### src/rtl/aes128_package.sv
// Shared types for the masked AES datapath: byte type, collector FSM states
// and the collector's slot-counter width helper.
package aes128_package;

  typedef logic [7:0] bv8_t;

  typedef enum logic {
    COLLECT = 1'b0,
    HOLD    = 1'b1
  } unmask_state_t;

  function automatic int unmask_counter_width(input int num_bytes);
    return $clog2(num_bytes);
  endfunction

endpackage

### src/rtl/masked_unmask_bv.sv
// Combinational recombination of NUM_SHARES Boolean shares into one byte.
// Callers must feed it from a register so shares never meet on a raw path.
module masked_unmask_bv
  import aes128_package::*;
#(
  parameter int NUM_SHARES = 2
) (
  input  bv8_t [NUM_SHARES-1:0] shares_i,
  output bv8_t                  byte_o
);

  always_comb begin
    byte_o = '0;
    for (int i = 0; i < NUM_SHARES; i++) begin
      byte_o = byte_o ^ shares_i[i];
    end
  end

endmodule

### src/rtl/masked_bv8_unmask_collector.sv
// Registers incoming shares, unmasks them and packs NUM_BYTES bytes into a block.
// Optional synchronous flush input is enabled by defining UNMASK_FLUSH_EN.
module masked_bv8_unmask_collector
  import aes128_package::*;
#(
  parameter int NUM_SHARES = 2,
  parameter int NUM_BYTES  = 16
) (
  input  logic                     in_clock,
  input  logic                     in_reset,
  input  bv8_t [NUM_SHARES-1:0]    in_shares,
  input  logic                     in_valid,
  output logic                     out_ready,
  output logic [8*NUM_BYTES-1:0]   out_data,
  output logic                     out_valid,
  input  logic                     in_ready,
`ifdef UNMASK_FLUSH_EN
  input  logic                     in_flush,
`endif
  output unmask_state_t            dbg_state_o
);

  // Handshakes: a transfer happens on a rising edge where valid and ready are
  // both high; valid never depends on ready, and out_ready depends only on
  // registered state.

  localparam int CW = unmask_counter_width(NUM_BYTES);
  localparam logic [CW-1:0] LAST = CW'(NUM_BYTES - 1);

  unmask_state_t                state_q, state_d;
  logic [CW-1:0]                cnt_q, cnt_d;
  logic                         s1_valid_q, s1_valid_d;
  bv8_t [NUM_SHARES-1:0]        s1_shares_q, s1_shares_d;
  logic [8*NUM_BYTES-1:0]       data_q, data_d;

  logic flush;
  logic accept;
  bv8_t byte_s2;

`ifdef UNMASK_FLUSH_EN
  assign flush = in_flush;
`else
  assign flush = 1'b0;
`endif

  masked_unmask_bv #(
    .NUM_SHARES(NUM_SHARES)
  ) u_unmask (
    .shares_i(s1_shares_q),
    .byte_o  (byte_s2)
  );

  assign out_ready   = !s1_valid_q || (state_q == COLLECT);
  assign out_valid   = (state_q == HOLD);
  assign out_data    = data_q;
  assign dbg_state_o = state_q;
  assign accept      = in_valid && out_ready;

  always_comb begin
    state_d     = state_q;
    cnt_d       = cnt_q;
    s1_valid_d  = s1_valid_q;
    s1_shares_d = s1_shares_q;
    data_d      = data_q;

    if (flush) begin
      s1_valid_d = 1'b0;
      cnt_d      = '0;
      state_d    = COLLECT;
    end else begin
      if (accept) begin
        s1_shares_d = in_shares;
        s1_valid_d  = 1'b1;
      end
      case (state_q)
        COLLECT: begin
          if (s1_valid_q) begin
            for (int k = 0; k < NUM_BYTES; k++) begin
              if (cnt_q == CW'(k)) data_d[8*k +: 8] = byte_s2;
            end
            if (!accept) s1_valid_d = 1'b0;
            if (cnt_q == LAST) begin
              cnt_d   = '0;
              state_d = HOLD;
            end else begin
              cnt_d = cnt_q + 1'b1;
            end
          end
        end
        // The held s1 byte waits for the cycle after the handshake.
        HOLD: begin
          if (in_ready) state_d = COLLECT;
        end
        default: state_d = COLLECT;
      endcase
    end
  end

  always_ff @(posedge in_clock or negedge in_reset) begin
    if (!in_reset) begin
      state_q     <= COLLECT;
      cnt_q       <= '0;
      s1_valid_q  <= 1'b0;
      s1_shares_q <= '0;
      data_q      <= '0;
    end else begin
      state_q     <= state_d;
      cnt_q       <= cnt_d;
      s1_valid_q  <= s1_valid_d;
      s1_shares_q <= s1_shares_d;
      data_q      <= data_d;
    end
  end

endmodule
### config.mk
export PLATFORM = sky130hd
export DESIGN_NAME = masked_bv8_unmask_collector
export DESIGN_NICKNAME = d
export VERILOG_FILES = /design/src/rtl/aes128_package.sv /design/src/rtl/masked_unmask_bv.sv /design/src/rtl/masked_bv8_unmask_collector.sv
export SDC_FILE = /design/constraint.sdc
export NUM_CORES = 1
export LEC_CHECK = 0
export ABC_AREA = 1
export CORE_MARGIN = 4
export CORE_UTILIZATION = 40
export CTS_BUF_LIST = sky130_fd_sc_hd__clkbuf_16
export DETAILED_ROUTE_END_ITERATION = 6
export GPL_ROUTABILITY_DRIVEN = 0
export PLACE_DENSITY = 0.71
export SLEW_MARGIN = 20
export SYNTH_ARGS = -nofsm -noshare
export SYNTH_HDL_FRONTEND = slang
export SYNTH_SLANG_ARGS = --single-unit
### constraint.sdc
create_clock -name in_clock -period 1.7 [get_ports in_clock]
set_input_delay 0.34 -clock in_clock [delete_from_list [all_inputs] [get_ports in_clock]]
set_output_delay 0.34 -clock in_clock [all_outputs]
set_load 0.02 [all_outputs]
==> run metrics, run 1 <==
status completed; Vias per Instance between 4 and 5; post-CTS setup repair buffer count 0; CP Capture Type flip-flop; Total GRT Usage 0.205; R2R Setup Slk 0.07 ns; synthesized cell area roughly 6000 um^2; initial core utilization 0.413; Worst setup SP type flip-flop; NetSw between 6000 and 7000 uW; Int Power between 9000 and 10000 uW; Mapped Cells just under 700; die area around 17000 um^2; Tmin final approximately 1.6 ns; Worst-path clk slew ~0.06 ns; Port Buffers 150; H-Tree Level Count 4; final hold violations 0; WS Path Type reg2reg; r2r startpoint cnt_q[0]; largest net degree at the start of global routing between 40 and 50; total number of vias around 5000; Iteration-0 DRC Markers ~380; antenna viol nets, final 0; hpwl dp ~12000 um; vias in the first global route between 5000 and 6000; CTS Buf Count 17; met3 Use GR 0.0581; combinational power share 0.391; clock buffer depth 2; clock network fraction of total power 0.245; Critical Path RT approximately 2 ns; wirelength, routed roughly 17000 um; Slew @ Worst Pin between 0.5 and 0.6 ns; GR Layer Usage met2 0.315; fmax about 600 MHz; Max VDD drop roughly 0.85 mV; leakage 0.00480 uW; clock skew about 0.0073 ns; M1 GR Usage 0.286; switching share of total power 0.400; width of the die ~130 um; multiplexer area fraction after synthesis 0; Antenna Diode Count 0; post-route setup TNS 0 ns; num ports between 150 and 200; Placeable Area around 15000 um^2; # fillers between 1000 and 1500; sequential area share after synthesis 0.618; Worst Reg-to-Reg Cells 7; antenna violations before repair 0; Core Rows 44; DIE HEIGHT 131 um; Slew headroom 0.650; fin nets 892; Most Used Layer, Global Route met2; Yosys cell types 17; RSZ-0062 raised after global routing true; DR WL/cell about 16 um; max-cap check violation count 0; Post-Place Cell Area 8030 um^2; grt ovf 0; Net Count, Synth 710; largest family of logic cells by synthesized area simple AND/OR/NAND/NOR gates; Reg-to-Reg End out_data[33]; first-pass GRT wire length ~28000 um; layout cells sized above 1 0.120; P&R area growth vs syn 40.0%; Synth warnings 0; data arrival time of the critical path approximately 2 ns; post-synthesis compound-gate area fraction 0.00247; Post-Synth Adder-Cell Area 0.00824; Final setup viols 0; CTS tree built; simple-gate share of the synthesized area 0.336; Final period util 0.959; Reg power frac 0.364; Root Buffer clkbuf_16; DR pass1 iterations 4; Cell Pwr Density ~1900 nW/um^2; Post-Synth XOR/XNOR Area 0.0130; Sink Count 150; worst hold-check path type in2async; DRC 0; crit path max fanout 8; Non-Filler Instances between 1000 and 1500; fin area 8500 um^2; Synth Area per Inst about 9 um^2; Pwr Total approximately 16000 uW; flops & latches, synth 150; Clk Latency, worst-skew pair about 0.43 ns; Placed Cells incl. Taps just over 1000; Final Slew Violations 0
-- sequential cells by signal, summed over array words and instances, names as in the netlist --
signal	flops
out_data	128
s1_shares_q	16
cnt_q	4
dbg_state_o	1
s1_valid_q	1
-- worst max-delay path by stage --
| stage | from | end | slack (ns) |
|---|---|---|---|
| floorplan | dbg_state_o | out_ready | 0.22 |
| global route | cnt_q[1] | out_data[72] | -0.04 |
| global placement | cnt_q[0] | out_data[70] | 0.02 |
| finish | cnt_q[0] | out_data[33] | 0.07 |
| CTS | cnt_q[1] | out_data[77] | -0.01 |
| detailed placement | cnt_q[0] | out_data[33] | -0.06 |
-- cells in the mapped netlist --
| master | instances | share of area |
|---|---|---|
| buf_2 | 10 | 0.0082 |
| buf_4 | 2 | 0.0025 |
| clkbuf_1 | 3 | 0.0019 |
| dfrtp_1 | 150 | 0.62 |
| ha_1 | 4 | 0.0082 |
| inv_1 | 9 | 0.0056 |
| inv_2 | 7 | 0.0043 |
| nand2_1 | 430 | 0.27 |
| nand2_2 | 3 | 0.0031 |
| nand2_4 | 4 | 0.0074 |
| nand3_1 | 27 | 0.022 |
| nand4_1 | 2 | 0.0021 |
| nor2_1 | 5 | 0.0031 |
| nor2_2 | 2 | 0.0021 |
| nor2_4 | 16 | 0.030 |
| o21ai_0 | 3 | 0.0025 |
| xor2_1 | 9 | 0.013 |
-- final cells by class --
cell class	instances	area (um^2)	area share
Clock inverter	15	186	0.0219
Tap cell	184	230	0.0271
Timing Repair Buffer	178	1590	0.187
Clock buffer	17	425	0.0501
Inverter	16	60.1	0.00707
Sequential cell	150	3750	0.442
Multi-Input combinational cell	505	2260	0.266
-- metrics by stage --
stage               hold WS (ns)  setup WS [ns]  utilization
finish                     0.311         0.0691        0.578
global route               0.333        -0.0419        0.578
CTS                        0.305        -0.0128        0.578
detailed placement         0.183        -0.0624        0.546
global placement           0.182         0.0164        0.546
floorplan                 0.0444          0.219            -
-- repair_timing --
item                                   CTS  global route
hold buffers                             1             0
endpoints found under the hold margin   78             0
setup endpoints to repair              165            72
resized for setup                      133             7
gates cloned                             0             0
-- cells by family after synthesis --
family                     count (synthesis)
and+or+nand+nor                          489
DFF                                      150
buffers and inverters                     31
xor gates and xnor gates                   9
adders and majority gates                  4
AOI/OAI and AO/OA                          3
-- worst max-delay path, stage by stage, from the launching register on --
cell	delay (ns)
dfrtp_1	0.42
inv_1	0.13
ha_1	0.18
inv_1	0.06
nor2_2	0.25
nand2_1	0.28
nand2_1	0.13
nand2_1	0.06
-- power groups by stage --
| stage | Sequential, uW | Clock (uW) | Combinational, uW |
|---|---|---|---|
| finish | 5800 | 3900 | 6240 |
| global placement | 5900 | 0 | 7030 |
| global route | 5960 | 4130 | 6830 |
| CTS | 5810 | 3960 | 6300 |
| detailed placement | 5880 | 0 | 7160 |
| floorplan | 7230 | 0 | 2080 |
-- routing by layer --
| metal | routed length [um] | part of all wire |
|---|---|---|
| met1 | 7960 | 0.47 |
| met2 | 7510 | 0.44 |
| met3 | 1340 | 0.079 |
| met4 | 195 | 0.011 |
| met5 | 0 | 0 |
-- layout by cell type (no fill, tap or decap), types with 5 or more instances in the layout --
cell type / n
xor2_2: 8
nand2_2: 7
buf_4: 24
nand3_1: 27
inv_1: 9
nor2_2: 5
clkbuf_16: 17
dfrtp_1: 150
clkdlybuf4s50_1: 18
nand2_1: 426
nor2_4: 16
inv_2: 7
dlygate4sd2_1: 130
Power figures use the tool's default switching activity.
==> run 2, diff against run 1 <==
--- a/config.mk
+++ b/config.mk
@@ -12,7 +12,9 @@
 export DETAILED_ROUTE_END_ITERATION = 6
 export GPL_ROUTABILITY_DRIVEN = 0
 export PLACE_DENSITY = 0.71
+export SKIP_LAST_GASP = 1
 export SLEW_MARGIN = 20
 export SYNTH_ARGS = -nofsm -noshare
 export SYNTH_HDL_FRONTEND = slang
+export SYNTH_HIERARCHICAL = 1
 export SYNTH_SLANG_ARGS = --single-unit
==> run 2 against run 1 <==
Against the previous run:
- register-to-register slack improved by 0.12 ns
- count of clock-buffer cells in the layout is the same
- sequential power is essentially flat
- cell count is 2.5% lower
==> run metrics, run 2 <==
antenna violations before repair 0; layout cells sized above 1 0.0820; Net Count, Synth about 700; status completed; max reg flops ~130; Root Buffer clkbuf_16; Async S/R FF share, synth 1.00; vias in the first global route 5041; crit path max fanout 4; P&R area growth vs syn 37.3%; Mapped Cells between 600 and 700; sequential area share after synthesis 0.619; Iteration-0 DRC Markers 352; hpwl dp approximately 11000 um; Cell Pwr Density approximately 1900 nW/um^2; Slew @ Worst Pin approximately 0.5 ns; post-route setup TNS 0 ns; leading post-synthesis cells by cell area dfrtp_1 62%, nand2_1 17%, o21ai_0 11%; Total GRT Usage 0.198; post-CTS setup repair buffer count 0; CTS Buf Count 17; Synth warnings 6; area of the multi-input gates 2040 um^2; count leader, synth nand2_1; grt ovf 0; clock buffer depth 2; area leader, netlist dfrtp_1; # fillers ~1300; Tmin final 1.63 ns; max-cap check violation count 0; total number of vias ~5100; sequential cell area about 3800 um^2; predominant post-synthesis flop cell dfrtp_1; H-Tree Level Count 4; synth cell count leaders 282 x nand2_1, 150 x dfrtp_1, 131 x o21ai_0, 27 x inv_1, 23 x nand3_1; RSZ-0062 raised after global routing false; post-layout util 0.567; WS Path Type reg2out; Pwr Total between 15000 and 20000 uW; DIE HEIGHT roughly 130 um; synthesized cell area between 6000 and 7000 um^2; data arrival time of the critical path 1.29 ns; Worst-path clk slew roughly 0.060 ns; Final setup viols 0; wirelength, routed 16600 um; DRC 0; DR WL/cell around 16 um; Yosys top cell area share 0.619; largest net degree at the start of global routing 48; initial core utilization 0.413; leakage around 0.0046 uW; clock skew 0.00937 ns; Placeable Area ~15000 um^2; DR pass1 iterations 4; Synth Area per Inst ~8.9 um^2; Yosys cell types 20; Core Rows 44; Antenna Diode Count 0; final hold violations 0; die area around 17000 um^2; fmax 612 MHz; Final period util 0.961; width of the die roughly 130 um; worst hold-check path type in2async; Port Buffers 150; Critical-path top delay cell dfrtp_1; antenna viol nets, final 0; Slew headroom 0.666; Critical Path RT approximately 1.4 ns; Worst setup SP type flip-flop; num ports between 150 and 200; Final Slew Violations 0; CP Capture Type output port; Vias per Instance about 5; crit path cell chain nand2_1 > clkdlybuf4s15_1; commonest cells after routing, fill and taps aside 282 x nand2_1, 150 x dfrtp_1, 131 x o21ai_0; max incr delay on CP about 0.40 ns; Post-Place Cell Area between 7000 and 8000 um^2; flops & latches, synth 150; fin nets 865; CTS tree built; most common cell after layout, fill and taps aside nand2_1; number of synthesized flops with an enable pin 0; Sink Count 150; fin area around 8300 um^2; Clk Latency, worst-skew pair approximately 0.42 ns; first-pass GRT wire length between 20000 and 30000 um; Max VDD drop between 0.8 and 0.9 mV
run 2: worst paths after layout:
| path | startpoint | to | slack, ns | cells after the start |
|---|---|---|---|---|
| worst max-delay path | dbg_state_o | out_ready | 0.07 | 2 |
| max in group asynchronous | in_reset | out_data[72] | 0.70 | 3 |
| worst min register to register | out_data[18] | out_data[18] | 0.48 | 2 |
| worst max register to register | cnt_q[0] | out_data[66] | 0.19 | 7 |
| min in group in_clock | out_data[18] | out_data[18] | 0.48 | 2 |
| worst min-delay path | in_reset | s1_shares_q[11] | 0.40 | 2 |
run 2: final cells by class:
class | instances | area share
flip-flops and latches | 150 | 0.450
multi-input cells | 462 | 0.245
repair buffers | 180 | 0.193
clock buffers | 17 | 0.0511
well taps | 184 | 0.0276
clock inverters | 15 | 0.0197
inverters | 30 | 0.0138
run 2: worst max-delay path: cells and delay by family (launching register included):
| kind | cells | cell delay, ns |
|---|---|---|
| buf+inv | 1 | 0.32 |
| simple gates | 1 | 0.15 |
| flops | 1 | 0.40 |
run 2: per-stage QoR:
| stage | hold slack, ns | std cells | worst slack [ns] |
|---|---|---|---|
| 6_report | 0.399 | 1038 | 0.0656 |
| 5_1_grt | 0.437 | 1038 | 0.00850 |
| 4_1_cts | 0.407 | 1038 | 0.0225 |
| 3_5_place_dp | 0.273 | 1005 | 0.0845 |
| 3_3_place_gp | 0.270 | 1005 | 0.159 |
| 2_1_floorplan | 0.0444 | 679 | 0.254 |
run 2: cell families (layout without fill, tap and decap cells):
logic type | count (synthesis) | count (layout) | synth area share
xor+xnor | 1 | 1 | 0.00144
flops | 150 | 150 | 0.619
simple gates | 326 | 326 | 0.217
fa+ha+maj | 4 | 4 | 0.00825
buf+inv | 67 | 242 | 0.0470
compound gates | 131 | 131 | 0.108
run 2: power breakdown:
part           switching [uW]  total [uW]  internal (uW)
sequential                810        5830           5020
clock                    1460        3750           2290
combinational            4330        6530           2200
run 2: per-layer routing:
layer | track usage | share of wire
met3 | 0.0482 | 0.040
met5 | 0 | 0
met1 | 0.251 | 0.44
met2 | 0.328 | 0.50
met4 | 0.0793 | 0.022
run 2: timing repair:
action | in CTS | in global routing
hold buffers | 1 | 0
resized for setup | 131 | 4
gates cloned | 0 | 0
endpoints found under the setup margin | 131 | 13
hold endpoints to repair | 36 | 0
==> run 3, diff against run 2 <==
--- a/config.mk
+++ b/config.mk
@@ -6,7 +6,7 @@
 export NUM_CORES = 1
 export LEC_CHECK = 0
 export ABC_AREA = 1
-export CORE_MARGIN = 4
+export CORE_MARGIN = 2
 export CORE_UTILIZATION = 40
 export CTS_BUF_LIST = sky130_fd_sc_hd__clkbuf_16
 export DETAILED_ROUTE_END_ITERATION = 6
==> run 3 against run 2 <==
Against the previous run:
- worst setup slack better by 0.0090 ns
- clock skew down 0.0024 ns
- fmax up 0.55%
- critical path depth unchanged
- wire length down 2.1%
- combinational power down 0.6%
- cell count up 0.67%
- power down 0.79%
- worst hold slack worse by 0.0053 ns
- first-iteration DRC count up 14%
- critical endpoint unchanged
==> run metrics, run 3 (same netlist as run 2, synthesis figures left out) <==
Final Slew Violations 0; Slew headroom 0.670; initial core utilization 0.404; # fillers 1386; sequential cell area between 3000 and 4000 um^2; RSZ-0062 raised after global routing true; Core Rows 45; vias in the first global route a little under 5000; max-cap check violation count 0; Worst Reg-to-Reg Cells 7; Port Buffers 150; layout cells sized above 1 0.0817; P&R area growth vs syn 37.3%; Critical Path RT ~1.4 ns; hpwl dp between 10000 and 15000 um; largest net degree at the start of global routing 47; Clk Latency, worst-skew pair approximately 0.43 ns; grt ovf 0; DR pass1 iterations 4; clock skew around 0.007 ns; Worst setup SP type flip-flop; status completed; area of the multi-input gates about 2000 um^2; Non-Filler Instances between 1000 and 1500; DRC 0; wirelength, routed roughly 16000 um; antenna violations before repair 0; Vias per Instance 4.91; Total GRT Usage 0.213; Sink Count 150; DR WL/cell 15.6 um; fmax 615 MHz; Final setup viols 0; Root Buffer clkbuf_16; Crit. Startpoint dbg_state_o; fin area between 8000 and 9000 um^2; Tmin final roughly 1.6 ns; H-Tree Level Count 4; num ports 151; first-pass GRT wire length 26500 um; die area 16200 um^2; fin nets 868; Worst-path clk slew 0.06 ns; data arrival time of the critical path 1.29 ns; Pwr Total about 16000 uW; worst hold-check path type in2async; Iteration-0 DRC Markers about 400; CTS Buf Count 17; post-CTS setup repair buffer count 0; Placed Cells incl. Taps 1012; r2r startpoint dbg_state_o; post-route setup TNS 0 ns; Cell Pwr Density 1920 nW/um^2; max reg flops around 130; WS Path Type reg2out; Placeable Area approximately 15000 um^2; width of the die about 130 um; final hold violations 0; Post-Place Cell Area 7910 um^2; clock buffer depth 2; Final period util 0.956; Antenna Diode Count 0; most common cell after layout, fill and taps aside nand2_1; R2R Setup Slk about 0.16 ns; Max VDD drop approximately 0.97 mV; leakage between 0.004 and 0.005 uW; CP Capture Type output port; Hold Slack 0.394 ns; antenna viol nets, final 0; CTS tree built; commonest cells after routing, fill and taps aside 282 x nand2_1, 150 x dfrtp_1, 131 x o21ai_0; Slew @ Worst Pin slightly below 0.5 ns; DIE HEIGHT about 130 um; crit path max fanout 4; total number of vias 5127; Reg-to-Reg End out_data[61]
run 3: cell count changes in the layout (fill, tap and decap cells not counted), moves of 2 or more:
cell,before,now
buf_4,26,29
clkinv_1,2,5
clkinv_2,2,4
clkinvlp_4,3,0
run 3: area by class of cell:
cell class	instances	area share
Clock buffer	17	0.0510
Clock inverter	15	0.0174
Inverter	30	0.0135
Multi-Input combinational cell	462	0.244
Sequential cell	150	0.450
Tap cell	188	0.0282
Timing Repair Buffer	183	0.195
run 3: stage by stage:
stage	util	setup slack [ns]
6_report	0.554	0.0746
5_1_grt	0.554	-0.00470
4_1_cts	0.554	0.0217
3_5_place_dp	0.526	0.103
3_3_place_gp	0.526	0.161
2_1_floorplan	-	0.254
run 3: repair_timing:
action / CTS / global route
gates cloned: 0 / 0
setup endpoints to repair: 131 / 9
gates resized for setup: 131 / 2
hold buffers: 1 / 0
hold endpoints to repair: 35 / 0
run 3: how the worst max path moves through the flow:
| stage | endpoint | slack (ns) | cells past startpoint |
|---|---|---|---|
| finish | out_ready | 0.07 | 2 |
| global placement | out_data[95] | 0.16 | 7 |
| floorplan | out_ready | 0.25 | 2 |
| detailed placement | out_data[95] | 0.10 | 7 |
| global route | out_data[93] | -0.005 | 7 |
| CTS | out_ready | 0.02 | 2 |
run 3: power by group:
part	switching, uW	internal (uW)
Sequential	806	5020
Combinational	4300	2190
Clock	1410	2260
run 3: layer usage:
metal / up-vias / global-route usage / routed length, um
met5: - / 0 / 0
met4: 0 / 0.0860 / 464
met3: 32 / 0.0415 / 662
met2: 141 / 0.349 / 7970
met1: 2460 / 0.282 / 7180
li1: 2494 / - / -
run 3: worst max-delay path, stage by stage (launching register included):
cell and delay [ns]:
dfrtp_1 0.41, nand2_1 0.14, clkdlybuf4s15_1 0.32
